==> src/rtl/tdpram_pkg.sv <==
// Shared definitions for the true-dual-port RAM front ends: FSM state
// encodings and the byte-enable width derivation.
// Optional feature macro: TDPRAM_PA_INIT_CLR_EN adds the S_INIT clear sweep state.
package tdpram_pkg;

  typedef enum logic [1:0] {
    S_IDLE  = 2'd0,
    S_MERGE = 2'd1
`ifdef TDPRAM_PA_INIT_CLR_EN
    ,
    S_INIT  = 2'd2
`endif
  } state_e;

  // One byte-enable bit per data byte.
  function automatic int be_width(input int dw);
    return dw / 8;
  endfunction

endpackage

==> src/rtl/tdpram_pa_rmw_ctrl_if.sv <==
// Port-A request/response bus plus the RAM port-A signals.
// slave modport is the controller's view; master is the client/RAM side.
interface tdpram_pa_rmw_ctrl_if #(
  parameter int DW = 32,
  parameter int AW = 8
);
  import tdpram_pkg::*;

  localparam int BW = be_width(DW);

  logic          req_valid;
  logic          req_ready;
  logic          req_wr;
  logic [AW-1:0] req_addr;
  logic [BW-1:0] req_be;
  logic [DW-1:0] req_wdata;
  logic          rsp_valid;
  logic [DW-1:0] rsp_rdata;
  logic          ram_wr;
  logic [AW-1:0] ram_addr;
  logic [DW-1:0] ram_wdata;
  logic [DW-1:0] ram_rdata;
  logic          busy;

  modport slave (
    input  req_valid, req_wr, req_addr, req_be, req_wdata, ram_rdata,
    output req_ready, rsp_valid, rsp_rdata, ram_wr, ram_addr, ram_wdata, busy
  );

  modport master (
    output req_valid, req_wr, req_addr, req_be, req_wdata, ram_rdata,
    input  req_ready, rsp_valid, rsp_rdata, ram_wr, ram_addr, ram_wdata, busy
  );

endinterface

==> src/rtl/tdpram_be_merge.sv <==
// Byte-lane merge: each byte comes from new_i where its enable is set,
// otherwise from old_i. Purely combinational; shared with port-B controllers.
module tdpram_be_merge
  import tdpram_pkg::*;
#(
  parameter int DW = 32
) (
  input  logic [DW-1:0]           old_i,
  input  logic [DW-1:0]           new_i,
  input  logic [be_width(DW)-1:0] be_i,
  output logic [DW-1:0]           merged_o
);

  localparam int BW = be_width(DW);

  // Select each byte lane independently from old or new data.
  always_comb begin
    merged_o = old_i;
    for (int i = 0; i < BW; i++) begin
      if (be_i[i]) begin
        merged_o[8*i +: 8] = new_i[8*i +: 8];
      end else begin
        merged_o[8*i +: 8] = old_i[8*i +: 8];
      end
    end
  end

endmodule

==> src/rtl/tdpram_pa_rmw_ctrl.sv <==
// Port-A front end for a RAM without byte enables. Full-mask writes go
// straight through, partial-mask writes become a read-then-merge-write pair,
// reads respond one cycle after acceptance.
// Optional feature macro: TDPRAM_PA_INIT_CLR_EN (clear-to-zero sweep after reset).
module tdpram_pa_rmw_ctrl
  import tdpram_pkg::*;
#(
  parameter int DW    = 32,
  parameter int AW    = 8,
  parameter int DEPTH = 2 ** AW
) (
  input  logic                  clk_pa,
  input  logic                  rst_n,
  tdpram_pa_rmw_ctrl_if.slave   bus
);

  localparam int            BW      = be_width(DW);
  localparam logic [BW-1:0] BE_FULL = {BW{1'b1}};
  localparam logic [BW-1:0] BE_NONE = {BW{1'b0}};

  if (DEPTH != (2 ** AW)) begin : g_depth_chk
    $error("DEPTH must equal 2**AW");
  end

  state_e        state_q, state_d;
  logic [AW-1:0] addr_q,  addr_d;
  logic [BW-1:0] be_q,    be_d;
  logic [DW-1:0] wdata_q, wdata_d;
  logic          rsp_valid_q, rsp_valid_d;
  logic [DW-1:0] merged_s;
  logic          ready_s, busy_s, ram_wr_s;
  logic [AW-1:0] ram_addr_s;
  logic [DW-1:0] ram_wdata_s;
`ifdef TDPRAM_PA_INIT_CLR_EN
  localparam logic [AW-1:0] LAST_ADDR = AW'(DEPTH - 1);
  logic [AW-1:0] init_cnt_q, init_cnt_d;
`endif

  tdpram_be_merge #(.DW(DW)) u_merge (
    .old_i    (bus.ram_rdata),
    .new_i    (wdata_q),
    .be_i     (be_q),
    .merged_o (merged_s)
  );

  // Next-state and RAM-port decode from the current state and request.
  always_comb begin
    state_d     = state_q;
    addr_d      = addr_q;
    be_d        = be_q;
    wdata_d     = wdata_q;
    rsp_valid_d = 1'b0;
    ready_s     = 1'b0;
    busy_s      = 1'b0;
    ram_wr_s    = 1'b0;
    ram_addr_s  = '0;
    ram_wdata_s = '0;
`ifdef TDPRAM_PA_INIT_CLR_EN
    init_cnt_d  = init_cnt_q;
`endif
    case (state_q)
      S_IDLE: begin
        ready_s     = 1'b1;
        ram_addr_s  = bus.req_addr;
        ram_wdata_s = bus.req_wdata;
        if (bus.req_valid) begin
          if (!bus.req_wr) begin
            rsp_valid_d = 1'b1;
          end else if (bus.req_be == BE_FULL) begin
            ram_wr_s = 1'b1;
          end else if (bus.req_be == BE_NONE) begin
            // Empty mask: accepted, nothing touches the RAM.
            ram_wr_s = 1'b0;
          end else begin
            // The RAM read of req_addr happens now; merge next cycle.
            addr_d  = bus.req_addr;
            be_d    = bus.req_be;
            wdata_d = bus.req_wdata;
            state_d = S_MERGE;
          end
        end else begin
          rsp_valid_d = 1'b0;
        end
      end
      S_MERGE: begin
        busy_s      = 1'b1;
        ram_wr_s    = 1'b1;
        ram_addr_s  = addr_q;
        ram_wdata_s = merged_s;
        state_d     = S_IDLE;
      end
`ifdef TDPRAM_PA_INIT_CLR_EN
      S_INIT: begin
        busy_s      = 1'b1;
        ram_wr_s    = 1'b1;
        ram_addr_s  = init_cnt_q;
        ram_wdata_s = '0;
        init_cnt_d  = init_cnt_q + AW'(1);
        if (init_cnt_q == LAST_ADDR) begin
          state_d = S_IDLE;
        end else begin
          state_d = S_INIT;
        end
      end
`endif
      default: begin
        state_d = S_IDLE;
      end
    endcase
  end

  // Reset is synchronous, so the RAM port is held quiet while rst_n is low
  // to keep an abandoned merge from committing at the reset edge.
  assign bus.req_ready = rst_n & ready_s;
  assign bus.busy      = rst_n & busy_s;
  assign bus.ram_wr    = rst_n & ram_wr_s;
  assign bus.ram_addr  = rst_n ? ram_addr_s  : '0;
  assign bus.ram_wdata = rst_n ? ram_wdata_s : '0;
  assign bus.rsp_valid = rsp_valid_q;
  assign bus.rsp_rdata = rsp_valid_q ? bus.ram_rdata : '0;

  // State, latched partial-write request and response flag.
  always_ff @(posedge clk_pa) begin
    if (!rst_n) begin
`ifdef TDPRAM_PA_INIT_CLR_EN
      state_q    <= S_INIT;
      init_cnt_q <= '0;
`else
      state_q    <= S_IDLE;
`endif
      addr_q      <= '0;
      be_q        <= '0;
      wdata_q     <= '0;
      rsp_valid_q <= 1'b0;
    end else begin
`ifdef TDPRAM_PA_INIT_CLR_EN
      init_cnt_q <= init_cnt_d;
`endif
      state_q     <= state_d;
      addr_q      <= addr_d;
      be_q        <= be_d;
      wdata_q     <= wdata_d;
      rsp_valid_q <= rsp_valid_d;
    end
  end

endmodule

==> src/flat_wrapper.sv <==
// flat-port wrapper written by rule: the top's interface ports become plain ports
module tdpram_pa_rmw_ctrl_flat import tdpram_pkg::*;
#(
  parameter int DW    = 32,
  parameter int AW    = 8,
  parameter int DEPTH = 2 ** AW
)
  (clk_pa, rst_n, bus_req_valid, bus_req_wr, bus_req_addr, bus_req_be, bus_req_wdata, bus_ram_rdata, bus_req_ready, bus_rsp_valid, bus_rsp_rdata, bus_ram_wr, bus_ram_addr, bus_ram_wdata, bus_busy);
  tdpram_pa_rmw_ctrl_if #(.DW(DW), .AW(AW)) bus_i ();
  input  logic clk_pa;
  input  logic rst_n;
  input wire logic [$bits(bus_i.req_valid)-1:0] bus_req_valid;
  input wire logic [$bits(bus_i.req_wr)-1:0] bus_req_wr;
  input wire logic [$bits(bus_i.req_addr)-1:0] bus_req_addr;
  input wire logic [$bits(bus_i.req_be)-1:0] bus_req_be;
  input wire logic [$bits(bus_i.req_wdata)-1:0] bus_req_wdata;
  input wire logic [$bits(bus_i.ram_rdata)-1:0] bus_ram_rdata;
  output wire logic [$bits(bus_i.req_ready)-1:0] bus_req_ready;
  output wire logic [$bits(bus_i.rsp_valid)-1:0] bus_rsp_valid;
  output wire logic [$bits(bus_i.rsp_rdata)-1:0] bus_rsp_rdata;
  output wire logic [$bits(bus_i.ram_wr)-1:0] bus_ram_wr;
  output wire logic [$bits(bus_i.ram_addr)-1:0] bus_ram_addr;
  output wire logic [$bits(bus_i.ram_wdata)-1:0] bus_ram_wdata;
  output wire logic [$bits(bus_i.busy)-1:0] bus_busy;
  assign bus_i.req_valid = bus_req_valid;
  assign bus_i.req_wr = bus_req_wr;
  assign bus_i.req_addr = bus_req_addr;
  assign bus_i.req_be = bus_req_be;
  assign bus_i.req_wdata = bus_req_wdata;
  assign bus_i.ram_rdata = bus_ram_rdata;
  assign bus_req_ready = bus_i.req_ready;
  assign bus_rsp_valid = bus_i.rsp_valid;
  assign bus_rsp_rdata = bus_i.rsp_rdata;
  assign bus_ram_wr = bus_i.ram_wr;
  assign bus_ram_addr = bus_i.ram_addr;
  assign bus_ram_wdata = bus_i.ram_wdata;
  assign bus_busy = bus_i.busy;
  tdpram_pa_rmw_ctrl #(.DW(DW), .AW(AW), .DEPTH(DEPTH)) u_core (.clk_pa(clk_pa), .rst_n(rst_n), .bus(bus_i));
endmodule
==> config.mk <==
export PLATFORM = sky130hd
export DESIGN_NAME = tdpram_pa_rmw_ctrl_flat
export DESIGN_NICKNAME = d
export VERILOG_FILES = /design/src/rtl/tdpram_pkg.sv /design/src/rtl/tdpram_pa_rmw_ctrl_if.sv /design/src/rtl/tdpram_be_merge.sv /design/src/rtl/tdpram_pa_rmw_ctrl.sv /design/src/flat_wrapper.sv
export SDC_FILE = /design/constraint.sdc
export NUM_CORES = 1
export LEC_CHECK = 0
export ABC_AREA = 0
export BUFFER_PORTS_ARGS = -buffer_cell sky130_fd_sc_hd__buf_2
export CORE_ASPECT_RATIO = 1.25
export CORE_UTILIZATION = 45
export CTS_BUF_LIST = sky130_fd_sc_hd__clkbuf_8
export CTS_CLUSTER_SIZE = 14
export DETAILED_ROUTE_END_ITERATION = 6
export HOLD_SLACK_MARGIN = 0.03
export MAX_ROUTING_LAYER = met4
export PLACE_DENSITY = 0.79
export SETUP_SLACK_MARGIN = 0.5
export SYNTH_ARGS = -nofsm -noshare
export SYNTH_HDL_FRONTEND = slang
export SYNTH_SLANG_ARGS = --single-unit
==> constraint.sdc <==
create_clock -name clk_pa -period 2.2 [get_ports clk_pa]
set_input_delay 0.22 -clock clk_pa [delete_from_list [all_inputs] [get_ports clk_pa]]
set_output_delay 0.22 -clock clk_pa [all_outputs]
set_load 0.005 [all_outputs]
==> results.md <==
- Initial DRT Pass Iterations: 4
- Final nets: 581
- CTS Buf Count: 5
- Final wirelength: 7680 um
- YS warnings: 0
- Final Critical Period: 1.59 ns
- Hold path start: bus_req_addr[2]
- CP required: 1.98 ns
- PD cells: 531 nW/um2
- Largest net degree at the start of global routing: 46
- Gate Count Post-Synth: 363
- Final worst-path cycle share: 72.2%
- Cell area after synthesis: 3060 um2
- Worst setup SP type: register
- Post-synth net total: 443
- Worst-Skew Late Latency: 0.29 ns
- Htree depth: 2
- Num Clock Sinks: 46
- Vias per std cell: 4.99
- Die W: 75.8 um
- Vias in the first global route: 2,463
- RSZ-0062 raised after global routing: no
- Clk_skew: 0.00397 ns
- Avg Cell Area, Syn: 8.44 um2
- Largest area contributor in the netlist: dfxtp_1
- Met1 Wirelength: 3300 um
- Die ar.: 7140 um2
- Finish-stage setup viols: 0
- Crit path max fanout: 9
- Final ANT Viol Nets: 0
- Post-synth top cells: 117 x nand2_1, 82 x mux2i_1, 46 x dfxtp_1
- GPL Wtd Cong: 0.758
- Filler Cells Inserted: 583
- Area Overhead vs Synth: 31.2%
- Final hold viol count: 0
- Worst VDD drop: 0.300 mV
- Fmax: 630 MHz
- FFs w/ async S/R, synth: 0%
- CTS tree: yes
- Sequential-to-total area share from yosys stat: 30.1%
- Ranking of synthesized cells by area: dfxtp_1 30%, mux2i_1 27%, nand2_1 14%
- Initial core utilization: 46.7%
- Most used DFF post-synth: dfxtp_1
- Vias: 2,937
- Register area: 932 um2
- Clock transition at the registers of the reported paths: 0.09 ns
- Setup CP Type: register to primary output
- Global Route Usage Sum: 20.3%
- Worst hold margin: 0.178 ns
- Synth Register Bits: 46
- Synth unique cells: 19
- EDFF count, synth: 0
- DRT iter0 DRCs: 90
- Die height: 94.2 um
- Uppermost layer routed: met4
- Num rows: 33
- Worst Tran Pin Value: 0.375 ns
- TNS Setup: 0 ns
- Multi-input logic area: 1940 um2
- Worst hold path type: input pin to register
- WL met3: 423 um
- Post-synth top area share: 30.1%
- Leak: 2.06 nW
- Crit path to: bus_ram_wdata[7]
- CTS Hold Buffers Added: 0
- R2R setup slack: 0.68 ns
- Max-slew violations: 0
- Design Area, Final: 4020 um2
- Core Box Area: 6570 um2
- Remaining global-route overflow: 0
- Status: finished clean
- Crit path DAT: 1.37 ns
- First-pass GRT wire length: 10,900 um
- Post-route DRC: 0
- Reg2reg path depth: 4
- R2R Path Start: u_core.state_q[0]
- Metal2 WL: 3850 um
- Diodes inserted: 0
- Count leader, synth: nand2_1
- CP Capture Type: primary output
- Worst Setup SP: u_core.be_q[0]
- Initial antenna violation count: 0
- Detail Placement HPWL: 5530 um
- WL/cell: 13.0 um
- Max transition margin: 74.8%
- RR Endpoint: u_core.addr_q[6]
- Area post-placement: 3830 um2
- Number of max-cap violations: 0
- Input/output buffers: 155
- IO Pins: 156
- Root buffer cell: clkbuf_8
- CTS max path bufs: 2
- Layout cells sized above 1: 36.3%
## registers in the layout, indices dropped and copies added (netlist names)
register,cells
u_core.state_q,1
u_core.wdata_q,32
u_core.addr_q,8
u_core.be_q,4
u_core.bus.rsp_valid,1
## stage by stage
stage,total power [mW],setup slack (ns),util (%),std cells
final,2.13,0.612,61.2,589
after global placement,1.37,0.469,58.4,579
after global routing,2.24,0.530,61.2,589
after CTS,2.15,0.493,61.0,588
after floorplan,1.20,0.969,-,363
after detailed placement,1.38,0.398,58.4,579
## cells by family after synthesis
group	after synthesis	synth area share [%]
compound gates	35	11.4
buf+inv	34	6.86
flops	46	30.1
mux	82	26.8
simple gates	166	24.8
## per-layer routing
layer | vias to the layer above | GRT usage (%)
met3 | 10 | 3.97
met5 | - | -
met4 | 0 | 6.17
met1 | 1330 | 22.9
met2 | 93 | 35.5
li1 | 1504 | -
## power by group
group          switching (mW)  internal, mW
clock                   0.280         0.484
sequential             0.0405         0.876
combinational           0.214         0.237
## area by class of cell
type                    instances  share of cell area [%]
repair buffers                165                    22.2
flip-flops and latches         46                    23.2
well taps                      87                    2.71
clock inverters                 2                    1.49
multi-input cells             283                    48.3
clock buffers                   6                    2.06
## worst max-delay path: stages (launching register included)
cell and delay (ns):
dfxtp_2 0.50, mux2i_1 0.25, nand2_1 0.08, o211a_1 0.12, buf_2 0.12
## what timing repair did
item	CTS	global route
pin swaps	0	0
gates resized for setup	7	1
setup endpoints to repair	45	13
buffers inserted	1	1
## worst min path at each step
stage                                    end  slack, ns  cells past startpoint
final                       u_core.addr_q[2]       0.18                      3
after global routing      u_core.wdata_q[10]       0.17                      3
after CTS                  u_core.wdata_q[3]       0.17                      3
after detailed placement  u_core.wdata_q[23]       0.45                      2
after global placement    u_core.wdata_q[31]       0.44                      2
after floorplan             u_core.addr_q[0]       0.36                      2
## layout by cell type, fill, tap and decap left out
master / count
and2_1: 34
and3b_1: 1
buf_12: 2
buf_2: 154
buf_4: 6
buf_6: 2
buf_8: 1
bufinv_16: 2
clkbuf_8: 6
dfxtp_1: 41
dfxtp_2: 3
dfxtp_4: 2
mux2i_1: 82
nand2_1: 117
nand4_1: 1
nor2_1: 1
nor2b_1: 9
nor4_2: 1
nor4b_4: 1
o211a_1: 32
o21a_1: 1
o221a_2: 2
or3_1: 1
No activity file was read; power rests on OpenSTA's default activity.
